File: config.mk
export PLATFORM = sky130hd
export DESIGN_NAME = gb_exec_core
export DESIGN_NICKNAME = d
export VERILOG_FILES = /design/src/rtl/gb_exec_core.sv
export SDC_FILE = /design/constraint.sdc
export NUM_CORES = 1
export LEC_CHECK = 0
export ABC_CLOCK_PERIOD_IN_PS = 5000
export BUFFER_PORTS_ARGS = -buffer_cell sky130_fd_sc_hd__buf_2
export CAP_MARGIN = 10
export CORE_MARGIN = 8
export CORE_UTILIZATION = 60
export DETAILED_ROUTE_END_ITERATION = 10
export GPL_ROUTABILITY_DRIVEN = 1
export HOLD_SLACK_MARGIN = 0.1
export PLACE_DENSITY = 0.79
export SYNTH_ARGS = -nofsm -noshare
export SYNTH_HDL_FRONTEND = slang
export SYNTH_SLANG_ARGS = --single-unit
File: constraint.sdc
create_clock -name clk -period 5 [get_ports clk]
set_input_delay 0 -clock clk [delete_from_list [all_inputs] [get_ports clk]]
set_output_delay 0 -clock clk [all_outputs]
set_load 0.01 [all_outputs]
File: src/rtl/gb_exec_core.sv
// Executes LD r,r' / LD r,n / INC r / DEC r / HALT from a valid/ready byte stream.
// The register file has a debug read/write port for test access.
module gb_exec_core #(
    parameter int unsigned DATA_W   = 8,
    parameter int unsigned NUM_REGS = 8,
    parameter int unsigned DBG_EN   = 1
) (
    input  logic                        clk,
    input  logic                        rst,
    input  logic                        op_valid,
    input  logic [7:0]                  op_data,
    output logic                        op_ready,
    input  logic [$clog2(NUM_REGS)-1:0] dbg_rd_sel,
    output logic [DATA_W-1:0]           dbg_rd_data,
    input  logic                        dbg_wr_en,
    input  logic [$clog2(NUM_REGS)-1:0] dbg_wr_sel,
    input  logic [DATA_W-1:0]           dbg_wr_data,
    output logic                        instr_done,
    output logic                        illegal,
    output logic                        z_flag,
    output logic                        halted
);

    localparam int unsigned SEL_W = $clog2(NUM_REGS);
    localparam int unsigned OP_W  = 8;

    typedef enum logic [1:0] {ST_FETCH, ST_IMM, ST_EXEC, ST_HALT} state_t;
    typedef enum logic [2:0] {K_LD_RR, K_LD_RN, K_INC, K_DEC, K_HALT, K_ILL} kind_t;

    state_t              state_q, state_d;
    logic [OP_W-1:0]     op_q;
    logic [DATA_W-1:0]   imm_q;
    logic [DATA_W-1:0]   regs [NUM_REGS];

    kind_t               exec_kind;
    logic [SEL_W-1:0]    dst;
    logic [SEL_W-1:0]    src;
    logic [DATA_W-1:0]   result;
    logic                core_we;
    logic                dbg_we;

    // Classify an opcode byte; any operand field naming (HL) makes it illegal.
    function automatic kind_t decode(input logic [OP_W-1:0] b);
        kind_t k;
        k = K_ILL;
        if (b == 8'h76) begin
            k = K_HALT;
        end else if (b[7:6] == 2'b01) begin
            if (b[5:3] != 3'd6 && b[2:0] != 3'd6) k = K_LD_RR;
        end else if (b[7:6] == 2'b00 && b[5:3] != 3'd6) begin
            case (b[2:0])
                3'd6:    k = K_LD_RN;
                3'd4:    k = K_INC;
                3'd5:    k = K_DEC;
                default: k = K_ILL;
            endcase
        end
        return k;
    endfunction

    assign exec_kind = decode(op_q);
    assign dst       = SEL_W'(op_q[5:3]);
    assign src       = SEL_W'(op_q[2:0]);

    // State register
    always_ff @(posedge clk) begin
        if (rst) state_q <= ST_FETCH;
        else     state_q <= state_d;
    end

    // Next state and Moore outputs
    always_comb begin
        state_d    = state_q;
        op_ready   = 1'b0;
        instr_done = 1'b0;
        illegal    = 1'b0;
        halted     = 1'b0;
        case (state_q)
            ST_FETCH: begin
                op_ready = 1'b1;
                if (op_valid) begin
                    case (decode(op_data))
                        K_LD_RN: state_d = ST_IMM;
                        K_HALT:  state_d = ST_HALT;
                        default: state_d = ST_EXEC;
                    endcase
                end
            end
            ST_IMM: begin
                op_ready = 1'b1;
                if (op_valid) state_d = ST_EXEC;
            end
            ST_EXEC: begin
                instr_done = 1'b1;
                illegal    = (exec_kind == K_ILL);
                state_d    = ST_FETCH;
            end
            ST_HALT: begin
                halted = 1'b1;
            end
            default: state_d = ST_FETCH;
        endcase
    end

    // Source mux: register, immediate, or reg[d] +/- 1 wrapping at 2^DATA_W
    always_comb begin
        result  = '0;
        core_we = 1'b0;
        case (exec_kind)
            K_LD_RR: begin result = regs[src];               core_we = 1'b1; end
            K_LD_RN: begin result = imm_q;                   core_we = 1'b1; end
            K_INC:   begin result = regs[dst] + DATA_W'(1);  core_we = 1'b1; end
            K_DEC:   begin result = regs[dst] - DATA_W'(1);  core_we = 1'b1; end
            default: begin result = '0;                      core_we = 1'b0; end
        endcase
        if (state_q != ST_EXEC) core_we = 1'b0;
    end

    // A debug write colliding with the core write on the same index is dropped.
    assign dbg_we = (DBG_EN != 0) && dbg_wr_en && !(core_we && (dbg_wr_sel == dst));

    always_ff @(posedge clk) begin
        if (rst) begin
            op_q   <= '0;
            imm_q  <= '0;
            z_flag <= 1'b0;
            for (int unsigned i = 0; i < NUM_REGS; i++) regs[SEL_W'(i)] <= '0;
        end else begin
            if (state_q == ST_FETCH && op_valid) op_q  <= op_data;
            if (state_q == ST_IMM && op_valid)   imm_q <= DATA_W'(op_data);
            if (dbg_we)  regs[dbg_wr_sel] <= dbg_wr_data;
            if (core_we) regs[dst]        <= result;
            if (state_q == ST_EXEC && (exec_kind == K_INC || exec_kind == K_DEC))
                z_flag <= (result == '0);
        end
    end

    assign dbg_rd_data = regs[dbg_rd_sel];

endmodule

==> flow_summary.json, run 1 <==
{
  "status": "completed",
  "worst-setup-path-type": "reg -> reg",
  "critPathMaxFanout": 8,
  "cp_top_family": "compound AO/OA/AOI/OAI gates",
  "drv_slew": 0,
  "p_leak_nw": 2.27,
  "num-nets-final": 550,
  "clk-insertion-delay-late_ns": 0.37,
  "seq_area_frac_synth_pct": 42.3,
  "netSwitchingPower_uw": 479,
  "final_common_cell": "edfxtp_1",
  "coreArea_mm2": 0.00924,
  "drive_gt1_share_pct": 24.7,
  "tritoncts": "done",
  "wl_per_cell_um": 26.3,
  "netlist_area_mm2": 0.00573,
  "gp_congestion": 0.915,
  "io_pins": 39,
  "ys_types": 63,
  "dieWidth_um": 114,
  "synth_edf_count": 64,
  "maxCapViolations": 0,
  "fin_area_mm2": 0.00647,
  "synth-main-ff-cell": "edfxtp_1",
  "area_delta_synth_final_pct": 12.8,
  "floorplan.rows": 35,
  "power.density_mw_per_mm2": 260,
  "grt_pass1_wl_mm": 26.2,
  "use_met2_pct": 42.5,
  "synth_nets": 502,
  "critPathBufInv": 2,
  "pwr-share-comb_pct": 18.0,
  "fin_skew_ns": 0.0201,
  "timing.final.crit_share_pct": 81.9,
  "antenna_found_initial": 0,
  "drt-initial-drc-count": 657,
  "worstSetupEndpoint": "regs[4][6]$_DFFE_PP_",
  "grt_overflow_total": 0,
  "hold-path-cell-count": 4,
  "tns_ns": 0,
  "drtAntennaViolNets": 0,
  "cp_slowest_cell": "dfxtp_1",
  "seqCellArea_mm2": 0.00242,
  "crit_required_ns": 5.09,
  "r2r_cells": 11,
  "grt_start_max_net_pins": 27,
  "cp_slowest_stage_delay_ns": 0.63,
  "reg2reg_slack_ns": 0.90,
  "setup_viol": 0,
  "grt_pass1_vias": 4745,
  "vias": 4688,
  "cp_cell_sequence": "mux4_2, mux2i_1, inv_2, fa_1, a211oi_1, o21bai_1, a21oi_1, xnor2_1, a221oi_1, buf_4, o2bb2ai_1",
  "htree_levels": 3,
  "grt.total_usage_pct": 26.9,
  "p_sw_share_pct": 28.5,
  "nFillCells": 629,
  "ys.warnings.count": 0,
  "portBuffers": 38,
  "cts_root_buffer": "clkbuf_8",
  "die_y_um": 114,
  "routed_wl_mm": 17.0,
  "p_int_mw": 1.20,
  "clockBufferDepth": 2,
  "multi_input_area_mm2": 0.00312,
  "cts-buffers-inserted": 9,
  "end_kind": "flop",
  "startpoint_type": "flop",
  "seqPwrFrac_pct": 51.5,
  "dpl_cell_area_mm2": 0.00600,
  "r2r_end": "regs[4][6]$_DFFE_PP_",
  "die_area_mm2": 0.0129,
  "numClockSinks": 89,
  "use_met1_pct": 33.9,
  "timing.hold.ws_ns": 0.290,
  "firstDrtPassIters": 7,
  "final_cell_mix": "edfxtp_1, o2bb2ai_1, mux4_2",
  "tightest_slew_ns": 1.27,
  "max_freq_mhz": 244,
  "final_hold_viol_count": 0,
  "hp-class": "in -> reg",
  "grt-busiest-layer": "met2",
  "avgSynthCellArea_um2": 12.3,
  "synthArstFlopShare_pct": 0,
  "ys_ff_latch": 89,
  "cp_num_cells": 11,
  "rsz0062_at_grt": "false",
  "post-dp-hpwl_mm": 11.7,
  "ir_drop_mv": 0.156,
  "n_antenna_cell": 0,
  "synth_cells": 465,
  "cts.clk_slew.worst_paths_ns": 0.11,
  "initial_core_util_pct": 62.0,
  "fin_crit_ns": 4.10,
  "fin_util_pct": 70.0,
  "maxSlewHeadroom_pct": 14.7,
  "power_frac_clock_pct": 30.5,
  "via_per_inst": 7.25,
  "cp.arrival_ns": 4.19,
  "grtUsageMet3_pct": 6.18,
  "drt_drc_violations_left": 0
}
==> worst min path at each step <==
stage	slack [ns]	to	from
3_5_place_dp	0.28	imm_q[5]$_SDFFE_PP0P_	op_data[5]
3_3_place_gp	0.28	imm_q[5]$_SDFFE_PP0P_	op_data[5]
6_report	0.29	regs[1][3]$_DFFE_PP_	dbg_wr_sel[2]
5_1_grt	0.29	regs[1][3]$_DFFE_PP_	dbg_wr_sel[2]
4_1_cts	0.27	regs[1][3]$_DFFE_PP_	dbg_wr_sel[2]
2_1_floorplan	0.15	imm_q[1]$_SDFFE_PP0P_	op_data[1]
==> state kept, by name, indices dropped and copies added (netlist names), named ones only <==
| signal | count |
|---|---|
| op_q | 8 |
| state_q | 2 |
| z_flag | 1 |
| regs | 64 |
| imm_q | 8 |
==> synthesized netlist by cell type, types with 9 or more instances <==
cell type  count  area [um2]
clkbuf_1      21        78.8
mux4_2        40         901
nor2_1        19        71.3
nand3_1       19        95.1
mux2i_1        9        90.1
buf_1         12        45.0
ha_1          10         125
nand2_1       33         124
edfxtp_1      64        1920
a22o_1        10        87.6
o2bb2ai_1     46         403
a21oi_1       21         105
and2_1        10        62.6
dfxtp_1       25         500
mux2_2        17         191
==> worst min-delay path, delay by kind of cell <==
family,cells,cell delay [ns]
AO/OA/AOI/OAI,1,0.13
AND/OR/NAND/NOR,1,0.06
buffers and inverters,2,0.32
==> power groups by stage <==
stage	Sequential (mW)	Combinational (mW)	Clock, mW
2_1_floorplan	0.850	0.219	0
3_3_place_gp	0.875	0.276	0
3_5_place_dp	0.880	0.284	0
4_1_cts	0.862	0.296	0.511
5_1_grt	0.868	0.323	0.539
6_report	0.865	0.302	0.512
==> kinds of logic (layout without fill, tap and decap cells) <==
kind of cell               after synthesis  in the layout  share of synthesized area [%]
adders and majority gates               11             11                           2.53
and+or+nand+nor                        124            124                           11.5
DFF                                     89             89                           42.3
AOI/OAI and AO/OA                      115            115                           15.7
xor gates and xnor gates                 8              8                           1.22
muxes                                   73             73                           23.6
buffers and inverters                   45             98                           3.25
==> cell type report <==
class	count	area share (%)
multi-input combinational	331	48.3
sequential	89	37.5
timing repair buffer	74	8.13
tap	129	2.50
clock buffer	10	1.97
clock inverter	6	1.16
inverter	8	0.464
==> per-layer routing <==
layer	up-vias	routed length (um)
met2	357	8030
met1	2277	6190
met4	0	702
met3	74	2070
li1	1980	-
met5	-	0
==> timing repair <==
action                                  CTS  global route
hold buffers                             26             0
gates resized for setup                   0             0
setup buffers                             0             0
endpoints found under the hold margin    88             0
endpoints found under the setup margin    0             0
==> per-stage QoR <==
| step | worst slack, ns | std cells | total power, mW |
|---|---|---|---|
| after global placement | 1.06 | 605 | 1.15 |
| after detailed placement | 0.973 | 605 | 1.16 |
| after global routing | 0.542 | 647 | 1.73 |
| after CTS | 0.992 | 647 | 1.67 |
| final | 0.903 | 647 | 1.68 |
| after floorplan | 0.799 | 465 | 1.07 |
Power figures use the tool's default switching activity.
==> inputs of run 2 (changes only) <==
==> config.mk (replaced) <==
export PLATFORM = sky130hd
export DESIGN_NAME = gb_exec_core
export DESIGN_NICKNAME = d
export VERILOG_FILES = /design/src/rtl/gb_exec_core.sv
export SDC_FILE = /design/constraint.sdc
export NUM_CORES = 1
export LEC_CHECK = 0
export ABC_CLOCK_PERIOD_IN_PS = 3400
export BUFFER_PORTS_ARGS = -buffer_cell sky130_fd_sc_hd__buf_2
export CAP_MARGIN = 10
export CORE_MARGIN = 8
export CORE_UTILIZATION = 55
export DETAILED_ROUTE_END_ITERATION = 10
export GPL_ROUTABILITY_DRIVEN = 1
export HOLD_SLACK_MARGIN = 0.1
export PLACE_DENSITY = 0.76
export SYNTH_ARGS = -nofsm -noshare
export SYNTH_HDL_FRONTEND = slang
export SYNTH_SLANG_ARGS = --single-unit
==> constraint.sdc (replaced) <==
create_clock -name clk -period 3.4 [get_ports clk]
set_input_delay 0 -clock clk [delete_from_list [all_inputs] [get_ports clk]]
set_output_delay 0 -clock clk [all_outputs]
set_load 0.01 [all_outputs]
==> run 2 against run 1 <==
Against the previous run:
- cell count grew 4.5%
- critical endpoint is now regs[7][7]$_DFFE_PP_
- count of clock-buffer cells in the layout shrank 1
- sequential cell count unchanged
==> flow_summary.json, run 2 (synthesized netlist as in run 1, its figures left out) <==
{
  "status": "completed",
  "die_area_mm2": 0.0139,
  "coreArea_mm2": 0.0102,
  "via_per_inst": 6.99,
  "setup_slack_ns": 0.163,
  "nFillCells": 742,
  "max_flop_register": "regs",
  "timing.hold.ws_ns": 0.293,
  "final_common_cell": "edfxtp_1",
  "portBuffers": 38,
  "reg2reg_slack_ns": 0.16,
  "vias": 4728,
  "worst-setup-path-type": "reg -> reg",
  "fin_skew_ns": 0.0124,
  "min_from": "dbg_wr_sel[1]",
  "num-nets-final": 572,
  "tns_ns": 0,
  "dieWidth_um": 118,
  "drt-initial-drc-count": 677,
  "hold_end": "regs[1][3]$_DFFE_PP_",
  "drt_drc_violations_left": 0,
  "crit_required_ns": 3.52,
  "post-dp-hpwl_mm": 12.0,
  "grt.total_usage_pct": 24.4,
  "top_regs": "regs x64, imm_q x8, op_q x8",
  "r2r_end": "regs[7][7]$_DFFE_PP_",
  "setup_viol": 0,
  "cts-buffers-inserted": 9,
  "antenna_found_initial": 0,
  "grt_start_max_net_pins": 27,
  "drtAntennaViolNets": 0,
  "max_freq_mhz": 309,
  "final_cell_mix": "edfxtp_1, o2bb2ai_1, mux4_2",
  "htree_levels": 3,
  "rsz0062_at_grt": "false",
  "tritoncts": "done",
  "clk-insertion-delay-late_ns": 0.37,
  "pre_cts_slack_ns": 0.0314,
  "gp_congestion": 0.901,
  "drive_gt1_share_pct": 29.3,
  "clockBufferDepth": 2,
  "drv_slew": 0,
  "grt_overflow_total": 0,
  "r2r_cells": 11,
  "grt_pass1_vias": 4637,
  "hp-class": "in -> reg",
  "firstDrtPassIters": 5,
  "cts_root_buffer": "clkbuf_8",
  "largest_register_ffs": 64,
  "cts.clk_slew.worst_paths_ns": 0.10,
  "die_y_um": 118,
  "ir_drop_mv": 0.215,
  "maxCapViolations": 0,
  "io_pins": 39,
  "tightest_slew_ns": 0.824,
  "numClockSinks": 89,
  "power.density_mw_per_mm2": 378,
  "cp.arrival_ns": 3.36,
  "grt_pass1_wl_mm": 26.3,
  "fin_util_pct": 65.3,
  "floorplan.rows": 37,
  "end_kind": "flop",
  "startpoint_type": "flop",
  "final_hold_viol_count": 0,
  "area_delta_synth_final_pct": 16.5,
  "initial_core_util_pct": 56.0,
  "p_leak_nw": 2.40,
  "wl_per_cell_um": 25.1,
  "routed_wl_mm": 17.0,
  "hold-path-cell-count": 4,
  "critPathMaxFanout": 12,
  "n_antenna_cell": 0,
  "maxSlewHeadroom_pct": 44.9,
  "timing.final.crit_share_pct": 95.2,
  "fin_crit_ns": 3.24
}
==> run 2: how the worst max path moves through the flow <==
stage / start / to / slack [ns] / cells past startpoint
4_1_cts: flop / regs[7][6]$_DFFE_PP_ / 0.01 / 12
3_5_place_dp: flop / regs[7][6]$_DFFE_PP_ / 0.03 / 12
6_report: flop / regs[7][7]$_DFFE_PP_ / 0.16 / 11
2_1_floorplan: flop / regs[7][6]$_DFFE_PP_ / 0.0009 / 11
5_1_grt: flop / regs[0][7]$_DFFE_PP_ / 0.002 / 12
3_3_place_gp: flop / regs[7][6]$_DFFE_PP_ / 0.10 / 12
==> run 2: power by group <==
part / internal (mW) / switching (mW)
logic: 0.232 / 0.251
clock network: 0.354 / 0.422
registers: 1.21 / 0.0573
==> run 2: layout make-up <==
type	count	area, um2	area share [%]
Clock buffer	9	124	1.86
Inverter	8	30.0	0.450
Multi-Input combinational cell	331	3150	47.2
Sequential cell	89	2420	36.3
Clock inverter	7	83.8	1.26
Tap cell	136	170	2.55
Timing Repair Buffer	96	696	10.4
==> run 2: repair_timing <==
item | in CTS | in global routing
resized for setup | 0 | 4
hold buffers | 23 | 0
endpoints found under the hold margin | 87 | 0
setup buffers | 0 | 5
endpoints found under the setup margin | 0 | 10
==> run 2: critical path: stages (launching register included) <==
cell and delay (ns):
dfxtp_1 0.37, buf_12 0.16, mux4_2 0.51, mux2_2 0.31, ha_1 0.34, a21o_1 0.18, a31oi_1 0.24, o211ai_1 0.17
and4_1 0.23, nor3_2 0.17, buf_4 0.19, o2bb2ai_1 0.09
==> run 2: metrics by stage <==
stage	total power, mW	cell area [um2]	instances
after global placement	1.72	6190	632
after CTS	2.50	6620	671
after floorplan	1.58	5760	465
final	2.52	6680	676
after global routing	2.60	6680	676
after detailed placement	1.73	6190	632
==> run 2: metal layers <==
layer  vias up  share of wire [%]  wire [um]  GRT usage (%)
met5         -                  0          0              0
met4         0                4.2        720           10.0
met3        54                 10       1750           6.04
met2       331                 46       7800           38.7
met1      2308                 39       6680           31.2
li1       2035                  -          -              -
==> inputs of run 3 (changes only) <==
--- a/config.mk
+++ b/config.mk
@@ -5,15 +5,16 @@
 export SDC_FILE = /design/constraint.sdc
 export NUM_CORES = 1
 export LEC_CHECK = 0
+export ABC_AREA = 1
 export ABC_CLOCK_PERIOD_IN_PS = 3400
 export BUFFER_PORTS_ARGS = -buffer_cell sky130_fd_sc_hd__buf_2
 export CAP_MARGIN = 10
 export CORE_MARGIN = 8
-export CORE_UTILIZATION = 55
+export CORE_UTILIZATION = 56
 export DETAILED_ROUTE_END_ITERATION = 10
 export GPL_ROUTABILITY_DRIVEN = 1
 export HOLD_SLACK_MARGIN = 0.1
-export PLACE_DENSITY = 0.76
+export PLACE_DENSITY = 0.78
 export SYNTH_ARGS = -nofsm -noshare
 export SYNTH_HDL_FRONTEND = slang
 export SYNTH_SLANG_ARGS = --single-unit
==> run 3 against run 2 <==
Against the previous run:
- wire length grew 25%
- worst setup slack improved by 0.074 ns
- count of clock-buffer cells in the layout grew 3
- core utilization fell by 1.7 points
- largest power group unchanged
==> flow_summary.json, run 3 <==
{
  "coreArea_mm2": 0.0103,
  "p_leak_nw": 2.69,
  "power_frac_clock_pct": 23.5,
  "synth_nets": 840,
  "p_total_mw": 3.08,
  "seq_area_frac_synth_pct": 40.6,
  "postCtsSetupBuffers": 0,
  "status": "completed",
  "rsz0062_at_grt": "false",
  "dieWidth_um": 119,
  "grt_start_max_net_pins": 43,
  "antenna_found_initial": 1,
  "gp_congestion": 0.988,
  "critPathMaxFanout": 15,
  "avgSynthCellArea_um2": 7.43,
  "drive_gt1_share_pct": 11.2,
  "synth_cells": 803,
  "io_pins": 39,
  "tns_ns": 0,
  "die_y_um": 119,
  "tritoncts": "done",
  "maxSlewHeadroom_pct": 34.4,
  "max_flop_register": "regs",
  "clockBufferDepth": 2,
  "timing.hold.ws_ns": 0.149,
  "firstDrtPassIters": 5,
  "grt_pass1_wl_mm": 33.3,
  "ys_top_cells_by_area": "edfxtp_1, dfxtp_1, nand2_1",
  "drt-initial-drc-count": 982,
  "synth_top_area_share_pct": 32.2,
  "clk-insertion-delay-late_ns": 0.37,
  "grt.total_usage_pct": 29.7,
  "end_kind": "flop",
  "yosysTopAreaCell": "edfxtp_1",
  "final_cell_mix": "nand2_1, o21ai_0, inv_1",
  "cts_root_buffer": "clkbuf_8",
  "final_common_cell": "nand2_1",
  "portBuffers": 38,
  "p_int_mw": 1.89,
  "num-nets-final": 875,
  "pwr-share-comb_pct": 33.9,
  "cts_hold_buf": 14,
  "drt_drc_violations_left": 0,
  "crit_required_ns": 3.70,
  "top_regs": "regs x64, imm_q x8, op_q x8",
  "setup_slack_ns": 0.237,
  "netSwitchingPower_mw": 1.19,
  "ys_ff_latch": 89,
  "setup_viol": 0,
  "drtAntennaViolNets": 0,
  "cp.arrival_ns": 3.46,
  "synth_common_cells": "nand2_1, o21ai_0, inv_1, a21oi_1, nor2_1",
  "vias": 6496,
  "seqPwrFrac_pct": 42.7,
  "routed_wl_mm": 21.1,
  "via_per_inst": 6.63,
  "htree_levels": 3,
  "cts-buffers-inserted": 9,
  "pre_cts_slack_ns": 0.361,
  "power.density_mw_per_mm2": 470,
  "nFillCells": 893,
  "max_freq_mhz": 316,
  "synth_edf_count": 64,
  "timing.final.crit_share_pct": 93.0,
  "floorplan.rows": 37,
  "area_delta_synth_final_pct": 9.99,
  "ys_types": 41,
  "fin_util_pct": 63.5,
  "largest_register_ffs": 64,
  "startpoint_type": "flop",
  "fin_crit_ns": 3.16,
  "ir_drop_mv": 0.357,
  "fin_skew_ns": 0.0133,
  "worst-setup-path-type": "reg -> reg",
  "numClockSinks": 89,
  "drv_slew": 0,
  "grt_overflow_total": 0,
  "netlist_area_mm2": 0.00596,
  "cts.clk_slew.worst_paths_ns": 0.09,
  "initial_core_util_pct": 57.8,
  "p_sw_share_pct": 38.5,
  "wl_per_cell_um": 21.6,
  "grt_pass1_vias": 6053,
  "ctsResizeCount": 0,
  "post-dp-hpwl_mm": 15.2,
  "tightest_slew_ns": 0.983,
  "maxCapViolations": 0,
  "die_area_mm2": 0.0142,
  "hp-class": "in -> reg",
  "synth-main-ff-cell": "edfxtp_1",
  "synth_most_common_cell": "nand2_1",
  "synthArstFlopShare_pct": 0,
  "final_hold_viol_count": 0,
  "ys.warnings.count": 0
}
==> run 3: kinds of logic after synthesis <==
logic type	after synthesis	share of synthesized area [%]
fa+ha+maj	11	2.43
flops	89	40.6
buf+inv	125	8.33
compound gates	263	24.4
xor+xnor	1	0.147
simple gates	314	24.0
==> run 3: worst paths after layout <==
check	end	cells past startpoint	startpoint	slack, ns
setup / recovery	z_flag$_SDFFE_PP0P_	18	flop	0.24
hold / removal	regs[6][4]$_DFFE_PP_	3	dbg_wr_data[4]	0.15
hold reg to reg	imm_q[2]$_SDFFE_PP0P_	2	imm_q[2]$_SDFFE_PP0P_	0.46
setup reg to reg	z_flag$_SDFFE_PP0P_	18	flop	0.24
==> run 3: critical path: stages (launching register included) <==
cell      delay [ns]
dfxtp_1         0.51
inv_1           0.31
a21oi_1         0.19
o21ai_0         0.09
nand3_1         0.10
nand2_1         0.08
ha_1            0.38
inv_1           0.08
o21bai_1        0.23
nand2_1         0.12
nand3_1         0.09
nand2_1         0.05
nand3_1         0.07
nand2_1         0.09
nor2_4          0.26
nand3_1         0.13
nor2_1          0.10
nand3_1         0.08
a21oi_1         0.13
==> run 3: routing by layer <==
layer,up-vias,share of wire (%),track usage (%)
met5,-,0,0
met2,516,44,45.1
met1,2983,37,37.9
li1,2884,-,-
met4,0,5.9,17.3
met3,113,13,7.13
==> run 3: layout make-up <==
type	instances	area, um2	area share, %
Antenna cell	1	2.50	0.0382
Clock buffer	12	135	2.06
Clock inverter	4	43.8	0.668
Inverter	88	330	5.04
Multi-Input combinational cell	589	3040	46.4
Sequential cell	89	2420	36.9
Tap cell	136	170	2.59
Timing Repair Buffer	61	410	6.26
==> run 3: stage by stage <==
step	cell area, um2	cells
after detailed placement	6240	949
final	6560	980
after global routing	6560	980
after floorplan	5960	803
after global placement	6240	949
after CTS	6560	979
==> run 3: power groups by stage <==
stage,clock (mW),combinational [mW],sequential [mW]
final,0.723,1.04,1.31
after floorplan,0,0.719,1.29
after detailed placement,0,0.994,1.33
after global placement,0,0.968,1.33
after global routing,0.760,1.14,1.32
after CTS,0.715,1.01,1.31
